**config.mk**
```make
export PLATFORM = sky130hd
export DESIGN_NAME = multibyte_subtractor
export DESIGN_NICKNAME = d
export VERILOG_FILES = /design/src/rtl/msub_pkg.sv /design/src/rtl/multibyte_subtractor_subtractor.sv /design/src/rtl/multibyte_subtractor.sv
export SDC_FILE = /design/constraint.sdc
export NUM_CORES = 1
export LEC_CHECK = 0
export BUFFER_PORTS_ARGS = -buffer_cell sky130_fd_sc_hd__buf_4
export CAP_MARGIN = 0
export CELL_PAD_IN_SITES_DETAIL_PLACEMENT = 0
export CELL_PAD_IN_SITES_GLOBAL_PLACEMENT = 1
export CORE_MARGIN = 2
export CORE_UTILIZATION = 39
export CTS_CLUSTER_SIZE = 12
export DETAILED_ROUTE_END_ITERATION = 10
export PLACE_DENSITY = 0.8
export SLEW_MARGIN = 30
export SYNTH_ARGS = -nofsm -noshare
export SYNTH_HDL_FRONTEND = slang
export SYNTH_SLANG_ARGS = --single-unit
export TNS_END_PERCENT = 100
```
**constraint.sdc**
```tcl
create_clock -name clk -period 4.14 [get_ports clk]
set_input_delay 0.207 -clock clk [delete_from_list [all_inputs] [get_ports clk]]
set_output_delay 0.207 -clock clk [all_outputs]
set_load 0.005 [all_outputs]
```
**src/rtl/msub_pkg.sv**
```systemverilog
// Shared definitions for the multibyte subtractor: FSM state encoding,
// byte width and the counter-width helper.
package msub_pkg;

  typedef enum logic [1:0] {
    IDLE = 2'd0,
    RUN  = 2'd1,
    DONE = 2'd2
  } state_e;

  localparam int MSUB_BYTE_W = 8;

  // Number of bits needed to index n items (n >= 2).
  function automatic int clog2(input int n);
    int w;
    w = 0;
    while ((32'sd1 <<< w) < n) begin
      w = w + 1;
    end
    return w;
  endfunction

endpackage

```
**src/rtl/multibyte_subtractor_subtractor.sv**
```systemverilog
// 8-bit subtract stage: diff = a - b - bin, with borrow-out and signed
// overflow of the byte. Purely combinational, reused once per RUN cycle.
module subtractor
  import msub_pkg::*;
(
  input  logic [MSUB_BYTE_W-1:0] a_i,
  input  logic [MSUB_BYTE_W-1:0] b_i,
  input  logic                   bin_i,
  output logic [MSUB_BYTE_W-1:0] diff_o,
  output logic                   bout_o,
  output logic                   overflow_o
);

  logic [MSUB_BYTE_W:0] full_s;

  // One extra bit turns the wrap of a negative result into the borrow-out.
  always_comb begin
    full_s     = {1'b0, a_i} - {1'b0, b_i} - {{MSUB_BYTE_W{1'b0}}, bin_i};
    diff_o     = full_s[MSUB_BYTE_W-1:0];
    bout_o     = full_s[MSUB_BYTE_W];
    overflow_o = (a_i[MSUB_BYTE_W-1] ^ b_i[MSUB_BYTE_W-1]) &
                 (full_s[MSUB_BYTE_W-1] ^ a_i[MSUB_BYTE_W-1]);
  end

endmodule

```
**src/rtl/multibyte_subtractor.sv**
```systemverilog
// Sequential wide subtractor: A - B - bin computed one byte per clock,
// LSB first, through a single shared 8-bit subtractor stage.
// Optional feature: define MSUB_ZERO_FLAG_EN to add the `zero` result flag.
module multibyte_subtractor
  import msub_pkg::*;
#(
  parameter int NBYTES = 4
) (
  input  logic                            clk,
  input  logic                            rst,
  input  logic                            in_valid,
  output logic                            in_ready,
  input  logic [MSUB_BYTE_W*NBYTES-1:0]   a,
  input  logic [MSUB_BYTE_W*NBYTES-1:0]   b,
  input  logic                            bin,
  output logic                            out_valid,
  input  logic                            out_ready,
  output logic [MSUB_BYTE_W*NBYTES-1:0]   diff,
`ifdef MSUB_ZERO_FLAG_EN
  output logic                            zero,
`endif
  output logic                            bout,
  output logic                            overflow
);

  localparam int W     = MSUB_BYTE_W * NBYTES;
  localparam int CNT_W = clog2(NBYTES);
  localparam logic [CNT_W-1:0] LAST = CNT_W'(NBYTES - 1);

  state_e                 state_q, state_d;
  logic [CNT_W-1:0]       cnt_q, cnt_d;
  logic                   borrow_q, borrow_d;
  logic [W-1:0]           a_q, a_d;
  logic [W-1:0]           b_q, b_d;
  logic [W-1:0]           diff_q, diff_d;
  logic                   bout_q, bout_d;
  logic                   ovf_q, ovf_d;
`ifdef MSUB_ZERO_FLAG_EN
  logic                   zacc_q, zacc_d;
  logic                   zero_q, zero_d;
`endif

  logic [MSUB_BYTE_W-1:0] sub_a_s, sub_b_s, sub_diff_s;
  logic                   sub_bout_s, sub_ovf_s;
  logic                   last_s;
  int                     base_s;

  // Select the operand bytes addressed by the byte counter.
  always_comb begin
    base_s  = int'(cnt_q) * MSUB_BYTE_W;
    sub_a_s = a_q[base_s +: MSUB_BYTE_W];
    sub_b_s = b_q[base_s +: MSUB_BYTE_W];
    last_s  = (cnt_q == LAST);
  end

  subtractor u_sub (
    .a_i        (sub_a_s),
    .b_i        (sub_b_s),
    .bin_i      (borrow_q),
    .diff_o     (sub_diff_s),
    .bout_o     (sub_bout_s),
    .overflow_o (sub_ovf_s)
  );

  // State register and datapath registers; rst aborts any operation.
  always_ff @(posedge clk) begin
    if (rst) begin
      state_q  <= IDLE;
      cnt_q    <= {CNT_W{1'b0}};
      borrow_q <= 1'b0;
      a_q      <= {W{1'b0}};
      b_q      <= {W{1'b0}};
      diff_q   <= {W{1'b0}};
      bout_q   <= 1'b0;
      ovf_q    <= 1'b0;
`ifdef MSUB_ZERO_FLAG_EN
      zacc_q   <= 1'b0;
      zero_q   <= 1'b0;
`endif
    end else begin
      state_q  <= state_d;
      cnt_q    <= cnt_d;
      borrow_q <= borrow_d;
      a_q      <= a_d;
      b_q      <= b_d;
      diff_q   <= diff_d;
      bout_q   <= bout_d;
      ovf_q    <= ovf_d;
`ifdef MSUB_ZERO_FLAG_EN
      zacc_q   <= zacc_d;
      zero_q   <= zero_d;
`endif
    end
  end

  // Next-state logic: accept in IDLE, walk the bytes in RUN, hold in DONE.
  always_comb begin
    state_d = state_q;
    case (state_q)
      IDLE: begin
        if (in_valid) state_d = RUN;
        else          state_d = IDLE;
      end
      RUN: begin
        if (last_s) state_d = DONE;
        else        state_d = RUN;
      end
      DONE: begin
        if (out_ready) state_d = IDLE;
        else           state_d = DONE;
      end
      default: state_d = IDLE;
    endcase
  end

  // Datapath next-state: latch operands, then store one diff byte per cycle.
  always_comb begin
    cnt_d    = cnt_q;
    borrow_d = borrow_q;
    a_d      = a_q;
    b_d      = b_q;
    diff_d   = diff_q;
    bout_d   = bout_q;
    ovf_d    = ovf_q;
`ifdef MSUB_ZERO_FLAG_EN
    zacc_d   = zacc_q;
    zero_d   = zero_q;
`endif
    case (state_q)
      IDLE: begin
        if (in_valid) begin
          a_d      = a;
          b_d      = b;
          borrow_d = bin;
          cnt_d    = {CNT_W{1'b0}};
`ifdef MSUB_ZERO_FLAG_EN
          zacc_d   = 1'b0;
`endif
        end else begin
          cnt_d    = cnt_q;
        end
      end
      RUN: begin
        diff_d[base_s +: MSUB_BYTE_W] = sub_diff_s;
        borrow_d = sub_bout_s;
`ifdef MSUB_ZERO_FLAG_EN
        zacc_d   = zacc_q | (|sub_diff_s);
`endif
        if (last_s) begin
          // Top byte: its borrow and signed overflow are the full-width flags.
          cnt_d  = {CNT_W{1'b0}};
          bout_d = sub_bout_s;
          ovf_d  = sub_ovf_s;
`ifdef MSUB_ZERO_FLAG_EN
          zero_d = ~(zacc_q | (|sub_diff_s));
`endif
        end else begin
          cnt_d  = cnt_q + CNT_W'(1);
        end
      end
      DONE: begin
        cnt_d = cnt_q;
      end
      default: begin
        cnt_d = {CNT_W{1'b0}};
      end
    endcase
  end

  // Output decode: handshake flags from state, results straight from registers.
  always_comb begin
    in_ready  = (state_q == IDLE);
    out_valid = (state_q == DONE);
    diff      = diff_q;
    bout      = bout_q;
    overflow  = ovf_q;
`ifdef MSUB_ZERO_FLAG_EN
    zero      = zero_q;
`endif
  end

endmodule

```
Yosys cells after proc, flatten, opt, wreduce, memory -nomap -nowiden:

Cells that the tools add are included.

* flip-flop bits (word level): 103
* latch bits: 0
* RAM bits: 0
* memory bits (read-only): 0
* bits of input ports: 69
* output and inout port bits: 36
* word-level logic and storage cells: 40
* memories kept: 0

* add/subtract/negate cells: 4
* multipliers: 0
* div/mod/pow operators: 0
* magnitude comparators: 0
* eq/ne operators: 4
* shifts and indexed selects: 4
* multiplexer cells: 10
* bitwise logic cells: 4
* reductions and logical operators: 6

Operators by type and width (number)
* variable part select 32 x 6 -> 8 bit: 2
* negation 5 -> 33 bit: 1
* variable shift 8 x 33 -> 32 bit (first input constant): 1
* variable part select 8 x 33 -> 32 bit: 1
* bitwise mux 32 bit: 1
* one-hot mux 2 bit (3 select lines): 2
* subtractor 8 x 8 -> 9 bit: 1
* subtractor 9 x 1 -> 9 bit: 1
* two-way mux 2 bit: 4
* AND reduction 2 bit: 4
* equality test 2 bit (second input constant): 2
* adder 2 x 1 -> 2 bit (second input constant): 1
* equality test 2 x 1 -> 1 bit (second input constant): 1
* logical NOT 2 bit: 1
* two-way mux 1 bit: 2
* != test 2 bit (second input constant): 1
* one-hot mux 1 bit (2 select lines): 1
* nonzero test 2 bit: 1
* XOR 1 bit: 2
* AND 1 bit: 1
* NOT 1 bit: 1

Depth between registers and ports, before layout:

Gate-level depths: netlist of the first run.

* word-level depth: 5
* gate-level depth with buffers: 13
* depth with buffers taken out: 11

Modules after synthesis:

From an unflattened synthesis of the first run, not the netlist that was laid out.

* cell total of the unflattened synthesis: 531
* area total of the unflattened synthesis: 4843.4 um2

By module, submodules not included
* multibyte_subtractor: instances 1, cells each 452, area an instance 4246.6 um2, seq. area each 2062.0 um2
* subtractor: instances 1, cells each 79, area an instance 596.8 um2, seq. area each 0.0 um2

Worst setup path after synthesis of the first run:

OpenSTA, ideal clock, no wires.

* path kind: flip-flop to flip-flop
* start point: register cnt_q[0]
* end point: register bout_q, in the netlist bout
* setup time: 91 ps
* data arrival time: 3511 ps
* required time: 4049 ps
* setup slack: 538 ps
* stages on the path, launching flop included: 13
* path buffers: 2
* period minus slack after synthesis: 3602 ps
* cells stage by stage: dfxtp_1 > buf_2 > buf_2 > mux4_2 > ha_1 > inv_1 > ha_1 > a21boi_0 > o21a_1 > o21a_1 > o31a_1 > or3_1 > a311oi_1

* cells in the longest elaborated chain, start to end: 3
* elaborated cells on any way between the ends: 6
* those cells by class: add/sub: 2; eq/ne: 1; shift: 2; reduce/logical: 1

Ends and longest elaborated chain
* start: declaration: RTL line multibyte_subtractor.sv:31 `logic [CNT_W-1:0] cnt_q, cnt_d;`
* start signal: assignment: RTL line multibyte_subtractor.sv:69 `cnt_q <= {CNT_W{1'b0}};`
* start signal: assignment: RTL line multibyte_subtractor.sv:82 `cnt_q <= cnt_d;`
* variable part select 32 x 6 -> 8 bit (on tied branches): RTL line multibyte_subtractor.sv:51, multibyte_subtractor.sv:52
* subtractor 8 x 8 -> 9 bit: RTL line multibyte_subtractor_subtractor.sv:18 `full_s = {1'b0, a_i} - {1'b0, b_i} - {{MSUB_BYTE_W{1'b0}}, bin_i};`
* subtractor 9 x 1 -> 9 bit: RTL line multibyte_subtractor_subtractor.sv:18
* end signal: assignment: RTL line multibyte_subtractor.sv:87 `bout_q <= bout_d;`
* end: declaration: RTL line multibyte_subtractor.sv:36 `logic bout_q, bout_d;`

Parallel ways exist; a longest one is shown, timed or not.
A chain may end at the register's enable or synchronous reset.

Worst setup path in the final report of the first run:

Same ends and word-level chain as after synthesis.

==> flow_metrics.py, run 1 <==
metrics = {
    "sta": {
        "relSlewSlack": 0.477,
        "maxSlewViolCount": 0,
        "worstMarginPinSlew_ns": 0.783,
        "rsz0062_at_grt": "false",
        "setup_ws_ns": 0.869,
        "skew_ns": 0.00778,
        "tns_ns": 0,
        "min_period_ns": 3.27,
        "period_share": 0.790,
        "fmax_ghz": 0.306,
        "hold_viol": 0,
        "setup_viol": 0,
    },
    "logic_synthesis": {
        "synth_simple_gate_area_frac": 0.187,
        "netlist.area_leader.share": 0.452,
        "synth-compound-area-share": 0.163,
        "synth_top_cell_by_area": "dfxtp_1",
        "synth_area_leaders": "dfxtp_1, nand2_1, mux4_2",
        "yosysSeqAreaShare": 0.452,
        "ys_warn_count": 0,
        "synth_edf_count": 0,
        "synth-xor-area-share": 0.00959,
        "avgSynthCellArea_um2": 8.68,
        "synth_ff_type": "dfxtp_1",
        "syn_inst": 526,
        "synth_top_family_by_area": "simple AND/OR/NAND/NOR gates",
        "synthMuxAreaShare": 0.0811,
        "mappedNetlistNets": 615,
        "netlist_area_um2": 4570,
        "synthAdderAreaFrac": 0.0581,
        "async_flop_share": 0,
        "synth_cell_types": 37,
        "ys_ff_latch": 103,
    },
    "worst_setup_path": {
        "critical_path_class": "register to register",
        "worstPathMaxFanout": 16,
        "crit_chain": "buf_4 -> mux4_2 -> ha_1 -> inv_1 -> ha_1 -> a21boi_0 -> o21a_1 -> o21a_1 -> o31a_1 -> or3_1 -> a311oi_1",
        "worst_path_max_delay_cell": "mux4_2",
        "critical_path_required_ns": 4.39,
        "critPathMaxStageDelay_ns": 0.54,
        "crit_arrival_ns": 3.53,
        "r2r_slack_ns": 0.87,
        "start_kind": "register",
        "end_kind": "register",
    },
    "clock_network": {
        "cts_tree": "yes",
        "clk_path_buf_depth": 2,
        "holdBufCountCts": 0,
        "clock-root-buffer": "clkbuf_16",
        "cts_max_level": 3,
        "clk_pin_slew_ns": 0.07,
        "post_cts_buffers": 0,
        "cts_resized": 0,
        "numCtsBuffers": 9,
        "cts_sinks": 103,
        "clock_latency_ns": 0.34,
    },
    "route": {
        "drc_errors": 0,
        "drt_iter0_markers": 231,
        "avgViaCountPerCell": 5.13,
        "ant_nets": 0,
        "drt_wl_total_mm": 11.3,
        "drtPass1Iterations": 4,
        "via_count": 3911,
        "wl_per_cell_um": 14.9,
    },
    "grt": {
        "track_usage": 0.184,
        "grt_pass1_wl_mm": 18.7,
        "grt_use_met3": 0.0486,
        "antenna_found_initial": 0,
        "use_met2": 0.303,
        "grt_pass1_vias": 3798,
        "grt_max_degree": 109,
        "grt_util_met1": 0.243,
        "grt-busiest-layer": "met2",
        "overflow": 0,
    },
    "finish": {
        "fin_cells": 763,
        "antenna_cells": 0,
        "drive_gt1_frac": 0.245,
        "layout_common_cells": "nand2_1, buf_4, dfxtp_1",
        "layout.nets": 704,
        "final_common_cell": "nand2_1",
        "finalCoreUtilization": 0.503,
        "synthToLayoutAreaGrowth_pct": 25.7,
    },
    "floorplanning": {
        "dieArea_um2": 12600,
        "die_height_um": 112,
        "ios": 105,
        "initial_core_util": 0.400,
        "rows": 39,
        "die_w_um": 112,
        "coreArea_um2": 11400,
    },
    "worst_hold_path": {
        "min_path_type": "input pin to register",
    },
    "place": {
        "gp_congestion": 0.803,
        "dp_hpwl_mm": 8.28,
        "portBuffers": 104,
        "place_inst": 747,
        "post-place-ws_ns": 0.860,
    },
    "pwr": {
        "p_leak_nw": 2.35,
        "p_per_area_nw_per_um2": 405,
        "peakVddDrop_uv": 220,
    },
    "outcome": {
        "status": "completed",
    },
    "flow_run": {
        "maxCapViolations": 0,
    },
}
state kept, by name, indices dropped and copies added (netlist names):
name      cells
a_q          32
b_q          32
diff         32
cnt_q         2
state_q       2
borrow_q      1
bout          1
overflow      1
final timing paths:
| path | start | cells after the start | end |
|---|---|---|---|
| setup / recovery | cnt_q[0]$_SDFFE_PP0P_ | 11 | bout$_SDFFE_PP0P_ |
| hold / removal | a[26] | 3 | a_q[26]$_SDFFE_PP0P_ |
| setup reg to reg | cnt_q[0]$_SDFFE_PP0P_ | 11 | bout$_SDFFE_PP0P_ |
| hold reg to reg | b_q[21]$_SDFFE_PP0P_ | 2 | b_q[21]$_SDFFE_PP0P_ |
through the flow:
step                power, W  cell area [µm²]  hold slack [ns]
finish               0.00233             5740            0.104
global route         0.00246             5740           0.0924
CTS                  0.00235             5740           0.0965
detailed placement   0.00155             5450            0.445
global placement     0.00154             5450            0.440
floorplan            0.00139             4570            0.343
critical path: cells and delay by family, from the launching register on:
| kind | cells | cell delay [ns] |
|---|---|---|
| DFF | 1 | 0.33 |
| and+or+nand+nor | 1 | 0.32 |
| AOI/OAI and AO/OA | 5 | 1.07 |
| muxes | 1 | 0.54 |
| buffers and inverters | 2 | 0.30 |
| adders and majority gates | 2 | 0.63 |
synth_stat cells (6+ instances only):
cell	number
inv_1	28
o21ai_0	7
mux4_2	16
a22oi_1	29
nand2b_1	6
nand3b_1	7
nand2_1	138
clkbuf_1	24
nor2_1	39
ha_1	18
a21oi_1	69
dfxtp_1	103
layout make-up:
type                            count  area, µm²
Fill cell                        1151       5680
Multi-Input combinational cell    364       2290
Sequential cell                   103       2060
Timing Repair Buffer              109        822
Clock buffer                       11        243
Tap cell                          143        179
Inverter                           28        105
Clock inverter                      5       41.3
per-layer routing:
metal  wire length [µm]  up-vias  share of wire
met2               5420       98           0.48
met5                  0        -              0
met1               5240     1834           0.46
met4                125        0          0.011
met3                551       11          0.049
li1                   -     1968              -
cell families after synthesis:
group                      Yosys count
buffers and inverters               59
muxes                               17
adders and majority gates           20
AOI/OAI and AO/OA                  121
and+or+nand+nor                    201
DFF                                103
xor gates and xnor gates             5
power by group:
part,internal (W),leakage (nW),switching [W]
combinational,0.000201,1.37,0.000260
sequential,0.00104,0.841,0.0000273
clock,0.000430,0.133,0.000370
Power figures use the tool's default switching activity.
==> run 2: changes to the inputs <==
--- a/config.mk
+++ b/config.mk
@@ -10,10 +10,10 @@
 export CELL_PAD_IN_SITES_DETAIL_PLACEMENT = 0
 export CELL_PAD_IN_SITES_GLOBAL_PLACEMENT = 1
 export CORE_MARGIN = 2
-export CORE_UTILIZATION = 39
+export CORE_UTILIZATION = 36
 export CTS_CLUSTER_SIZE = 12
 export DETAILED_ROUTE_END_ITERATION = 10
-export PLACE_DENSITY = 0.8
+export PLACE_DENSITY = 0.78
 export SLEW_MARGIN = 30
 export SYNTH_ARGS = -nofsm -noshare
 export SYNTH_HDL_FRONTEND = slang
==> constraint.sdc (replaced) <==
create_clock -name clk -period 2.6 [get_ports clk]
set_input_delay 0.13 -clock clk [delete_from_list [all_inputs] [get_ports clk]]
set_output_delay 0.13 -clock clk [all_outputs]
set_load 0.005 [all_outputs]
==> run 2 against run 1 <==
Flip-flop and latch count is the same. Critical path type unchanged. Largest cell class unchanged. Non-clock buffer count grew 46. First-iteration DRC count grew 0.43%. Sequential share of layout area shrank 3.7 points. Clock skew grew 0.0014 ns. Die area grew 8.0%. Clock-buffer cell count shrank 1. The run now ends with setup timing left. Clock power grew 62%.
==> flow_metrics.py, run 2 (synthesis results as in run 1) <==
metrics = {
    "outcome": {
        "status": "complete, but fails checks",
        "failed_checks": "setup timing",
    },
    "grt": {
        "antenna_found_initial": 0,
        "grt_pass1_vias": 3989,
        "grt_max_degree": 98,
        "overflow": 0,
        "track_usage": 0.180,
        "grt_pass1_wl_mm": 19.3,
    },
    "floorplanning": {
        "dieArea_um2": 13600,
        "coreArea_um2": 12500,
        "initial_core_util": 0.365,
        "ios": 105,
        "die_w_um": 117,
        "die_height_um": 117,
        "rows": 41,
    },
    "pwr": {
        "p_seq_frac": 0.418,
        "p_per_area_nw_per_um2": 633,
        "power_frac_comb": 0.262,
        "p_switching_w": 0.00117,
        "power_w": 0.00406,
        "pwr-share-clk": 0.320,
        "p_leak_nw": 2.64,
        "intPower_w": 0.00289,
        "peakVddDrop_uv": 324,
        "swShare": 0.289,
    },
    "sta": {
        "tns_ns": -3.70,
        "skew_ns": 0.00915,
        "period_share": 1.16,
        "setup_viol": 16,
        "maxSlewViolCount": 0,
        "relSlewSlack": 0.355,
        "fmax_ghz": 0.332,
        "rsz0062_at_grt": "true",
        "hold_viol": 0,
        "worstMarginPinSlew_ns": 0.967,
        "setup_ws_ns": -0.408,
        "min_period_ns": 3.01,
        "hold_slack_ns": 0.0283,
    },
    "place": {
        "dp_hpwl_mm": 8.90,
        "portBuffers": 104,
        "gp_congestion": 0.784,
    },
    "finish": {
        "synthToLayoutAreaGrowth_pct": 40.4,
        "drive_gt1_frac": 0.354,
        "layout_common_cells": "buf_4, nand2_1, dfxtp_1",
        "antenna_cells": 0,
        "final_common_cell": "buf_4",
        "finalCoreUtilization": 0.512,
        "layout.nets": 750,
        "fill_cells": 1172,
    },
    "clock_network": {
        "clock_latency_ns": 0.34,
        "clk_pin_slew_ns": 0.07,
        "numCtsBuffers": 9,
        "cts_max_level": 3,
        "clk_path_buf_depth": 2,
        "clock-root-buffer": "clkbuf_16",
        "cts_sinks": 103,
        "cts_tree": "yes",
    },
    "route": {
        "drt_wl_total_mm": 12.0,
        "drtPass1Iterations": 4,
        "ant_nets": 0,
        "wl_per_cell_um": 14.4,
        "drt_iter0_markers": 232,
        "avgViaCountPerCell": 4.93,
        "drc_errors": 0,
        "via_count": 4129,
    },
    "worst_setup_path": {
        "critical_path_required_ns": 2.85,
        "crit_arrival_ns": 3.26,
        "worstPathMaxFanout": 4,
        "end_kind": "register",
        "critical_path_class": "register to register",
        "start_kind": "register",
    },
    "flow_run": {
        "maxCapViolations": 0,
    },
    "worst_hold_path": {
        "min_path_type": "input pin to register",
    },
}
run 2: cell count changes in the layout (fill, tap and decap cells not counted), sizes merged:
cell      previous run  this run
buf                109       155
clkbuf              11        10
clkinv               1         2
clkinvlp             2         0
inv                 30        32
run 2: path summary, 6_finish.rpt:
kind	startpoint	end	slack, ns	depth (start not counted)
worst min register to register	b_q[27]$_SDFFE_PP0P_	b_q[27]$_SDFFE_PP0P_	0.45	2
worst max register to register	cnt_q[0]$_SDFFE_PP0P_	bout$_SDFFE_PP0P_	-0.41	11
worst min-delay path	b[30]	b_q[30]$_SDFFE_PP0P_	0.03	3
worst max-delay path	cnt_q[0]$_SDFFE_PP0P_	bout$_SDFFE_PP0P_	-0.41	11
run 2: metrics by stage:
| stage | worst slack, ns | instances | cell area, µm² |
|---|---|---|---|
| after floorplan | -0.512 | 526 | 4650 |
| after global placement | -0.316 | 813 | 5870 |
| after detailed placement | -0.409 | 813 | 5870 |
| after CTS | -0.378 | 833 | 6280 |
| after global routing | -0.499 | 838 | 6410 |
| final | -0.408 | 838 | 6410 |
run 2: critical path, stage by stage, from the launching register on:
cell and delay (ns):
dfxtp_4 0.37, buf_6 0.13, mux4_2 0.53, ha_4 0.28
inv_2 0.04, ha_4 0.22, a21boi_2 0.16, o21a_1 0.20
o21a_1 0.19, o31a_1 0.25, or3_1 0.30, a311oi_1 0.25
run 2: final cells by class:
type                            count  area, µm²  share of cell area
Timing Repair Buffer              155       1250               0.195
Inverter                           28        105              0.0164
Clock inverter                      6       47.5             0.00742
Multi-Input combinational cell    364       2490               0.388
Sequential cell                   103       2070               0.322
Clock buffer                       10        239              0.0373
Tap cell                          172        215              0.0336
run 2: layer usage:
metal  track usage  wire, µm  share of wire
met1         0.239      5520           0.46
met2         0.298      5730           0.48
met3        0.0311       527          0.044
met4        0.0627       250          0.021
met5             0         0              0
run 2: repair_timing:
action | 4_1_cts | 5_1_grt
endpoints found under the setup margin | 27 | 27
hold buffers | 0 | 0
pin swaps | 10 | 11
buffers inserted | 4 | 5
resized for setup | 12 | 27
run 2: power groups by stage:
stage | registers, W | clock network [W] | logic [W]
3_5_place_dp | 0.00174 | 0 | 0.000889
4_1_cts | 0.00170 | 0.00133 | 0.000949
3_3_place_gp | 0.00173 | 0 | 0.000870
2_1_floorplan | 0.00172 | 0 | 0.000543
6_report | 0.00170 | 0.00130 | 0.00106
5_1_grt | 0.00171 | 0.00140 | 0.00116
